## src/rtl/i2s_pkg.sv

```systemverilog
// -----------------------------------------------------------------------------
// i2s_pkg
// Shared I2S constants and types for the record (capture) and playback paths.
//   I2S_DATA_W  : sample width in bits
//   I2S_ADDR_W  : word-buffer address width (buffer depth 2**I2S_ADDR_W)
//   cap_state_t : capture FSM state encoding
// -----------------------------------------------------------------------------
package i2s_pkg;

    localparam int I2S_DATA_W = 16;
    localparam int I2S_ADDR_W = 5;

    typedef enum logic [1:0] {
        IDLE,
        DELAY,
        SHIFT,
        DONE
    } cap_state_t;

endpackage

```

## src/rtl/i2s_edge_sync.sv

```systemverilog
// -----------------------------------------------------------------------------
// i2s_edge_sync
// Three-flop synchronizer for an asynchronous single-bit input, with
// one-clk rise/fall pulses derived from the two settled stages.
// Ports:
//   clk      in   system clock
//   reset_n  in   asynchronous active-low reset
//   din      in   asynchronous input
//   sync     out  synchronized level (stage 1, aligned with the edge pulses)
//   rise     out  one-clk pulse on a 0->1 transition
//   fall     out  one-clk pulse on a 1->0 transition
// -----------------------------------------------------------------------------
module i2s_edge_sync (
    input  logic clk,
    input  logic reset_n,
    input  logic din,
    output logic sync,
    output logic rise,
    output logic fall
);

    logic [2:0] sync_q;

    always_ff @(posedge clk or negedge reset_n) begin
        if (!reset_n) begin
            sync_q <= '0;
        end else begin
            sync_q <= {sync_q[1:0], din};
        end
    end

    // Stage 1 is the newer settled sample, stage 2 the older one.
    assign sync = sync_q[1];
    assign rise = sync_q[1] & ~sync_q[2];
    assign fall = ~sync_q[1] & sync_q[2];

endmodule

```

## src/rtl/i2s_capture.sv

```systemverilog
// -----------------------------------------------------------------------------
// i2s_capture
// I2S slave receive path: oversamples sclk/ws/sdi on clk, deserializes one
// DATA_W-bit word (MSB first, after the one-bit I2S delay slot) per ws-high
// period and writes it into a 2**ADDR_W word buffer with a wrapping pointer.
// Optional build macro I2S_CAPTURE_PEAK_EN adds a saturating |sample| peak
// meter (peak_level / peak_clr).
// Ports:
//   clk, reset_n        system clock, asynchronous active-low reset
//   en                  capture enable (checked in IDLE, aborts elsewhere)
//   sclk, ws, sdi       I2S bit clock, word select (active high), data
//   wr_en               one-clk buffer write strobe
//   wr_addr, wr_data    buffer write address / captured sample
//   frame_done          one-clk pulse with the write to the last address
//   short_err, err_clr  sticky short-word flag and its clear
//   peak_level, peak_clr  (I2S_CAPTURE_PEAK_EN only) peak |sample| and clear
// -----------------------------------------------------------------------------
module i2s_capture
    import i2s_pkg::*;
#(
    parameter int DATA_W = I2S_DATA_W,
    parameter int ADDR_W = I2S_ADDR_W
) (
    input  logic              clk,
    input  logic              reset_n,
    input  logic              en,
    input  logic              sclk,
    input  logic              ws,
    input  logic              sdi,
    output logic              wr_en,
    output logic [ADDR_W-1:0] wr_addr,
    output logic [DATA_W-1:0] wr_data,
    output logic              frame_done,
    output logic              short_err,
    input  logic              err_clr
`ifdef I2S_CAPTURE_PEAK_EN
    ,
    output logic [DATA_W-2:0] peak_level,
    input  logic              peak_clr
`endif
);

    localparam int CNT_W = $clog2(DATA_W);

    logic sclk_re, sclk_s_unused, sclk_fe_unused;
    logic ws_re, ws_fe, ws_s_unused;
    logic sdi_s, sdi_re_unused, sdi_fe_unused;

    i2s_edge_sync u_sync_sclk (
        .clk     (clk),
        .reset_n (reset_n),
        .din     (sclk),
        .sync    (sclk_s_unused),
        .rise    (sclk_re),
        .fall    (sclk_fe_unused)
    );

    i2s_edge_sync u_sync_ws (
        .clk     (clk),
        .reset_n (reset_n),
        .din     (ws),
        .sync    (ws_s_unused),
        .rise    (ws_re),
        .fall    (ws_fe)
    );

    i2s_edge_sync u_sync_sdi (
        .clk     (clk),
        .reset_n (reset_n),
        .din     (sdi),
        .sync    (sdi_s),
        .rise    (sdi_re_unused),
        .fall    (sdi_fe_unused)
    );

    cap_state_t        state_q, state_d;
    logic [CNT_W-1:0]  bitcnt;
    logic [DATA_W-2:0] shreg;     // only the first DATA_W-1 bits are stored; the last comes straight from sdi_s
    logic [ADDR_W-1:0] ptr;
    logic              do_shift, do_write, clr_cnt, err_set;
    logic              last_bit;

    assign last_bit = (bitcnt == CNT_W'(DATA_W - 1));

    always_ff @(posedge clk or negedge reset_n) begin
        if (!reset_n) begin
            state_q <= IDLE;
        end else begin
            state_q <= state_d;
        end
    end

    // Priority inside a word: en drop, then ws re-entry, then the bit clock
    // (so a final bit coinciding with ws_fe still writes), then ws_fe.
    always_comb begin
        state_d  = state_q;
        do_shift = 1'b0;
        do_write = 1'b0;
        clr_cnt  = 1'b0;
        err_set  = 1'b0;
        case (state_q)
            IDLE: begin
                if (ws_re && en) state_d = DELAY;
            end
            DELAY: begin
                if (!en) begin
                    state_d = IDLE;
                end else if (ws_fe) begin
                    err_set = 1'b1;
                    state_d = IDLE;
                end else if (ws_re) begin
                    state_d = DELAY;
                end else if (sclk_re) begin
                    clr_cnt = 1'b1;
                    state_d = SHIFT;
                end
            end
            SHIFT: begin
                if (!en) begin
                    state_d = IDLE;
                end else if (ws_re) begin
                    state_d = DELAY;
                end else if (sclk_re && last_bit) begin
                    do_shift = 1'b1;
                    do_write = 1'b1;
                    state_d  = ws_fe ? IDLE : DONE;
                end else if (ws_fe) begin
                    err_set = 1'b1;
                    state_d = IDLE;
                end else if (sclk_re) begin
                    do_shift = 1'b1;
                end
            end
            DONE: begin
                if (!en) begin
                    state_d = IDLE;
                end else if (ws_re) begin
                    state_d = DELAY;
                end else if (ws_fe) begin
                    state_d = IDLE;
                end
            end
            default: state_d = IDLE;
        endcase
    end

    always_ff @(posedge clk or negedge reset_n) begin
        if (!reset_n) begin
            bitcnt     <= '0;
            shreg      <= '0;
            ptr        <= '0;
            wr_en      <= 1'b0;
            wr_addr    <= '0;
            wr_data    <= '0;
            frame_done <= 1'b0;
            short_err  <= 1'b0;
        end else begin
            wr_en      <= do_write;
            frame_done <= do_write && (ptr == '1);
            if (clr_cnt) begin
                bitcnt <= '0;
            end else if (do_shift) begin
                bitcnt <= bitcnt + CNT_W'(1);
            end
            if (do_shift) begin
                shreg <= {shreg[DATA_W-3:0], sdi_s};
            end
            if (do_write) begin
                wr_data <= {shreg, sdi_s};
                wr_addr <= ptr;
                ptr     <= ptr + ADDR_W'(1);
            end
            if (err_set) begin
                short_err <= 1'b1;
            end else if (err_clr) begin
                short_err <= 1'b0;
            end
        end
    end

`ifdef I2S_CAPTURE_PEAK_EN
    // Magnitude of a two's-complement sample; the most negative code has no
    // positive counterpart and saturates to the largest magnitude.
    function automatic logic [DATA_W-2:0] sat_abs(input logic [DATA_W-1:0] x);
        logic [DATA_W-1:0] neg;
        neg = -x;
        if (x[DATA_W-1] && (x[DATA_W-2:0] == '0)) return '1;
        else if (x[DATA_W-1]) return neg[DATA_W-2:0];
        else return x[DATA_W-2:0];
    endfunction

    logic [DATA_W-2:0] wr_abs;
    assign wr_abs = sat_abs(wr_data);

    always_ff @(posedge clk or negedge reset_n) begin
        if (!reset_n) begin
            peak_level <= '0;
        end else if (peak_clr) begin
            peak_level <= wr_en ? wr_abs : '0;
        end else if (wr_en && (wr_abs > peak_level)) begin
            peak_level <= wr_abs;
        end
    end
`endif

endmodule

```

## config.mk

```make
export PLATFORM = sky130hd
export DESIGN_NAME = i2s_capture
export DESIGN_NICKNAME = d
export VERILOG_FILES = /design/src/rtl/i2s_pkg.sv /design/src/rtl/i2s_edge_sync.sv /design/src/rtl/i2s_capture.sv
export SDC_FILE = /design/constraint.sdc
export NUM_CORES = 1
export LEC_CHECK = 0
export ABC_AREA = 1
export ABC_CLOCK_PERIOD_IN_PS = 1600
export CELL_PAD_IN_SITES_DETAIL_PLACEMENT = 1
export CELL_PAD_IN_SITES_GLOBAL_PLACEMENT = 2
export CORE_UTILIZATION = 30
export CTS_CLUSTER_DIAMETER = 150
export DETAILED_ROUTE_END_ITERATION = 10
export PLACE_DENSITY = 0.82
export SLEW_MARGIN = 20
export SYNTH_ARGS = -nofsm -noshare
export SYNTH_HDL_FRONTEND = slang
export SYNTH_HIERARCHICAL = 1
export SYNTH_SLANG_ARGS = --single-unit
export TNS_END_PERCENT = 100
```

## constraint.sdc

```tcl
create_clock -name clk -period 1.6 [get_ports clk]
set_clock_uncertainty 0.1 [all_clocks]
set_input_delay 0.24 -clock clk [delete_from_list [all_inputs] [get_ports clk]]
set_output_delay 0.24 -clock clk [all_outputs]
set_load 0.01 [all_outputs]
```

==> impl_metrics.toml, run 1 <==
[timing]
fin_ws_ns = 0.03861
max_freq_mhz = 640.5
slew_headroom = 0.7345
grt_setup_unrepaired = "yes"
final_max_slew_viol_count = 0
setup_viol = 0
worst_pin_slew_ns = 0.3982
hold_viol_final = 0
period_needed_ns = 1.561
fin_crit_sh = 0.9759

[grt]
grt_max_degree = 42
grt_pass1_vias = 1926
grt_pass1_wl_um = 8776
antenna_found_initial = 0
gr-total-overflow = 0
grt_usage = 0.1364

[cts]
clk_pin_slew_worst_paths_ns = 0.07
clock_path_buffers = 2
cts.sinks = 58
cts_tree = "built"
numCtsBuffers = 9
cts-root-buf = "clkbuf_8"
clk_latency_ns = 0.34
htreeDepth = 3

[worst_setup_path]
max_stage_delay_ns = 0.54
critPathRequiredTime_ns = 1.26
end_kind = "output port"
crit_type = "flip-flop to output port"
crit_path_cell_trace = "clkdlybuf4s50_1"
path_max_fanout = 2
cpMaxStageDelayCell = "clkdlybuf4s50_1"
cp.arrival_ns = 1.22
path_buf_inv = 1
cp-start-kind = "flip-flop"
crit_family = "buffers and inverters"

[drt]
dr_total_vias = 1839
routed_wl_um = 5421
drt_iter0_drc = 25
ant_nets = 0
drc = 0
avgRoutedWirePerCell_um = 12.97
dr.pass1.iters = 4
via_per_inst = 4.400

[die]
io-pin-count = 31
chipHeight_um = 91.37
die_w_um = 91.37
fp.coreArea_um2 = 7727
num_rows = 32
dieArea_um2 = 8348
start_util = 0.3101

[power_and_ir_drop]
p_leak_uw = 0.001795
power_density_nw_per_um2 = 1102
ir_drop_mv = 0.4344

[min_path]
holdCritPathClass = "input port to flip-flop"

[finish]
final_cells = 418
areaGrowthSynthToFinish_pct = 39.63
n_antenna_cell = 0
drive_gt1_frac = 0.1930
nFillCells = 877
nNetsFinal = 327

[synth]
syn_area_per_cell_um2 = 9.433
synth_nets = 269
syn_inst = 254
netlist_area_um2 = 2396
yosys_warnings = 6

[run]
max_cap_viol_count = 0

[run_status]
status = "finished clean"

[placement]
hpwlAfterDp_um = 3481
gp_congestion = 0.8021
detailedPlace.worstSlack_ns = -0.1690
io_buffers = 30
dpl.cell_count = 398
-- final cells by class --
type | count | area [µm²] | share of cell area
clock inverter | 5 | 56.30 | 0.01683
tap | 102 | 127.6 | 0.03814
inverter | 34 | 132.6 | 0.03964
multi-input combinational | 155 | 860.8 | 0.2573
clock buffer | 10 | 127.6 | 0.03814
sequential | 58 | 1451 | 0.4338
timing repair buffer | 54 | 589.3 | 0.1761
-- repair_timing --
action | 4_1_cts | 5_1_grt
setup endpoints to repair | 5 | 48
cloned | 0 | 2
endpoints found under the hold margin | 13 | 0
buffers inserted | 0 | 2
pin swaps | 0 | 6
hold buffers | 1 | 0
gates resized for setup | 4 | 41
-- flip-flops by register name, summed over array words and instances (netlist names) --
signal              cells
u_sync_ws/sync_q        3
bitcnt                  4
short_err               1
wr_addr                 5
u_sync_sclk/sync_q      3
frame_done              1
shreg                  15
ptr                     5
wr_en                   1
wr_data                16
u_sync_sdi/sync_q       2
state_q                 2
-- metal layers --
layer / vias up / GRT usage / part of all wire
met5: - / 0 / 0
met4: 0 / 0.06746 / 0.017
met3: 10 / 0.03350 / 0.027
met2: 28 / 0.2247 / 0.49
met1: 889 / 0.1663 / 0.47
li1: 912 / - / -
-- cell usage in the layout, fill, tap and decap left out, drive strengths merged, types with 2 or more instances in the layout --
master,count
clkbuf,12
ha,8
dlygate4sd2,2
nor2,12
xnor2,2
buf,22
inv,33
nand2,74
dfrtp,58
clkinv,4
clkdlybuf4s50,17
nand3,12
nand3b,2
o21ai,38
a21oi,5
dlymetal6s2s,10
-- report_power, final --
group / switching (µW) / internal [µW] / leakage (µW)
logic: 387 / 285 / 0.000987
registers: 102 / 1640 / 0.000716
clock network: 570 / 707 / 0.0000921
total: 1060 / 2630 / 0.00180
-- final timing paths --
| path | from | to | slack, ns | cells after the start |
|---|---|---|---|---|
| max | wr_addr[2] | wr_addr[2] | 0.04 | 1 |
| min | sdi | u_sync_sdi/sync_q[0] | 0.24 | 1 |
| min in group asynchronous | reset_n | ptr[4] | 0.26 | 2 |
| max reg2reg | bitcnt[0] | ptr[4] | 0.05 | 9 |
| max in group asynchronous | reset_n | wr_addr[4] | 0.53 | 3 |
| min reg2reg | u_sync_sclk/sync_q[0] | u_sync_sclk/sync_q[1] | 0.25 | 0 |
-- metrics by stage --
| stage | power, µW | cell area (µm²) | utilization | hold WS (ns) | setup TNS [ns] |
|---|---|---|---|---|---|
| global placement | 2322 | 2959 | 0.3829 | 0.08780 | -4.238 |
| floorplan | 2085 | 2396 | - | -0.1556 | 0 |
| detailed placement | 2364 | 2959 | 0.3829 | 0.08805 | -5.466 |
| CTS | 3675 | 3156 | 0.4084 | 0.2240 | 0 |
| global route | 3926 | 3346 | 0.4330 | 0.2230 | -0.02893 |
| finish | 3688 | 3346 | 0.4330 | 0.2355 | 0 |
No activity file was read; power rests on OpenSTA's default activity.
==> run 2: changes to the inputs <==
--- a/config.mk
+++ b/config.mk
@@ -12,6 +12,7 @@
 export CORE_UTILIZATION = 30
 export CTS_CLUSTER_DIAMETER = 150
 export DETAILED_ROUTE_END_ITERATION = 10
+export HOLD_SLACK_MARGIN = 0.08
 export PLACE_DENSITY = 0.82
 export SLEW_MARGIN = 20
 export SYNTH_ARGS = -nofsm -noshare
==> results of run 2 <==
The final DEF is identical to that of run 1; final timing and power are the same.
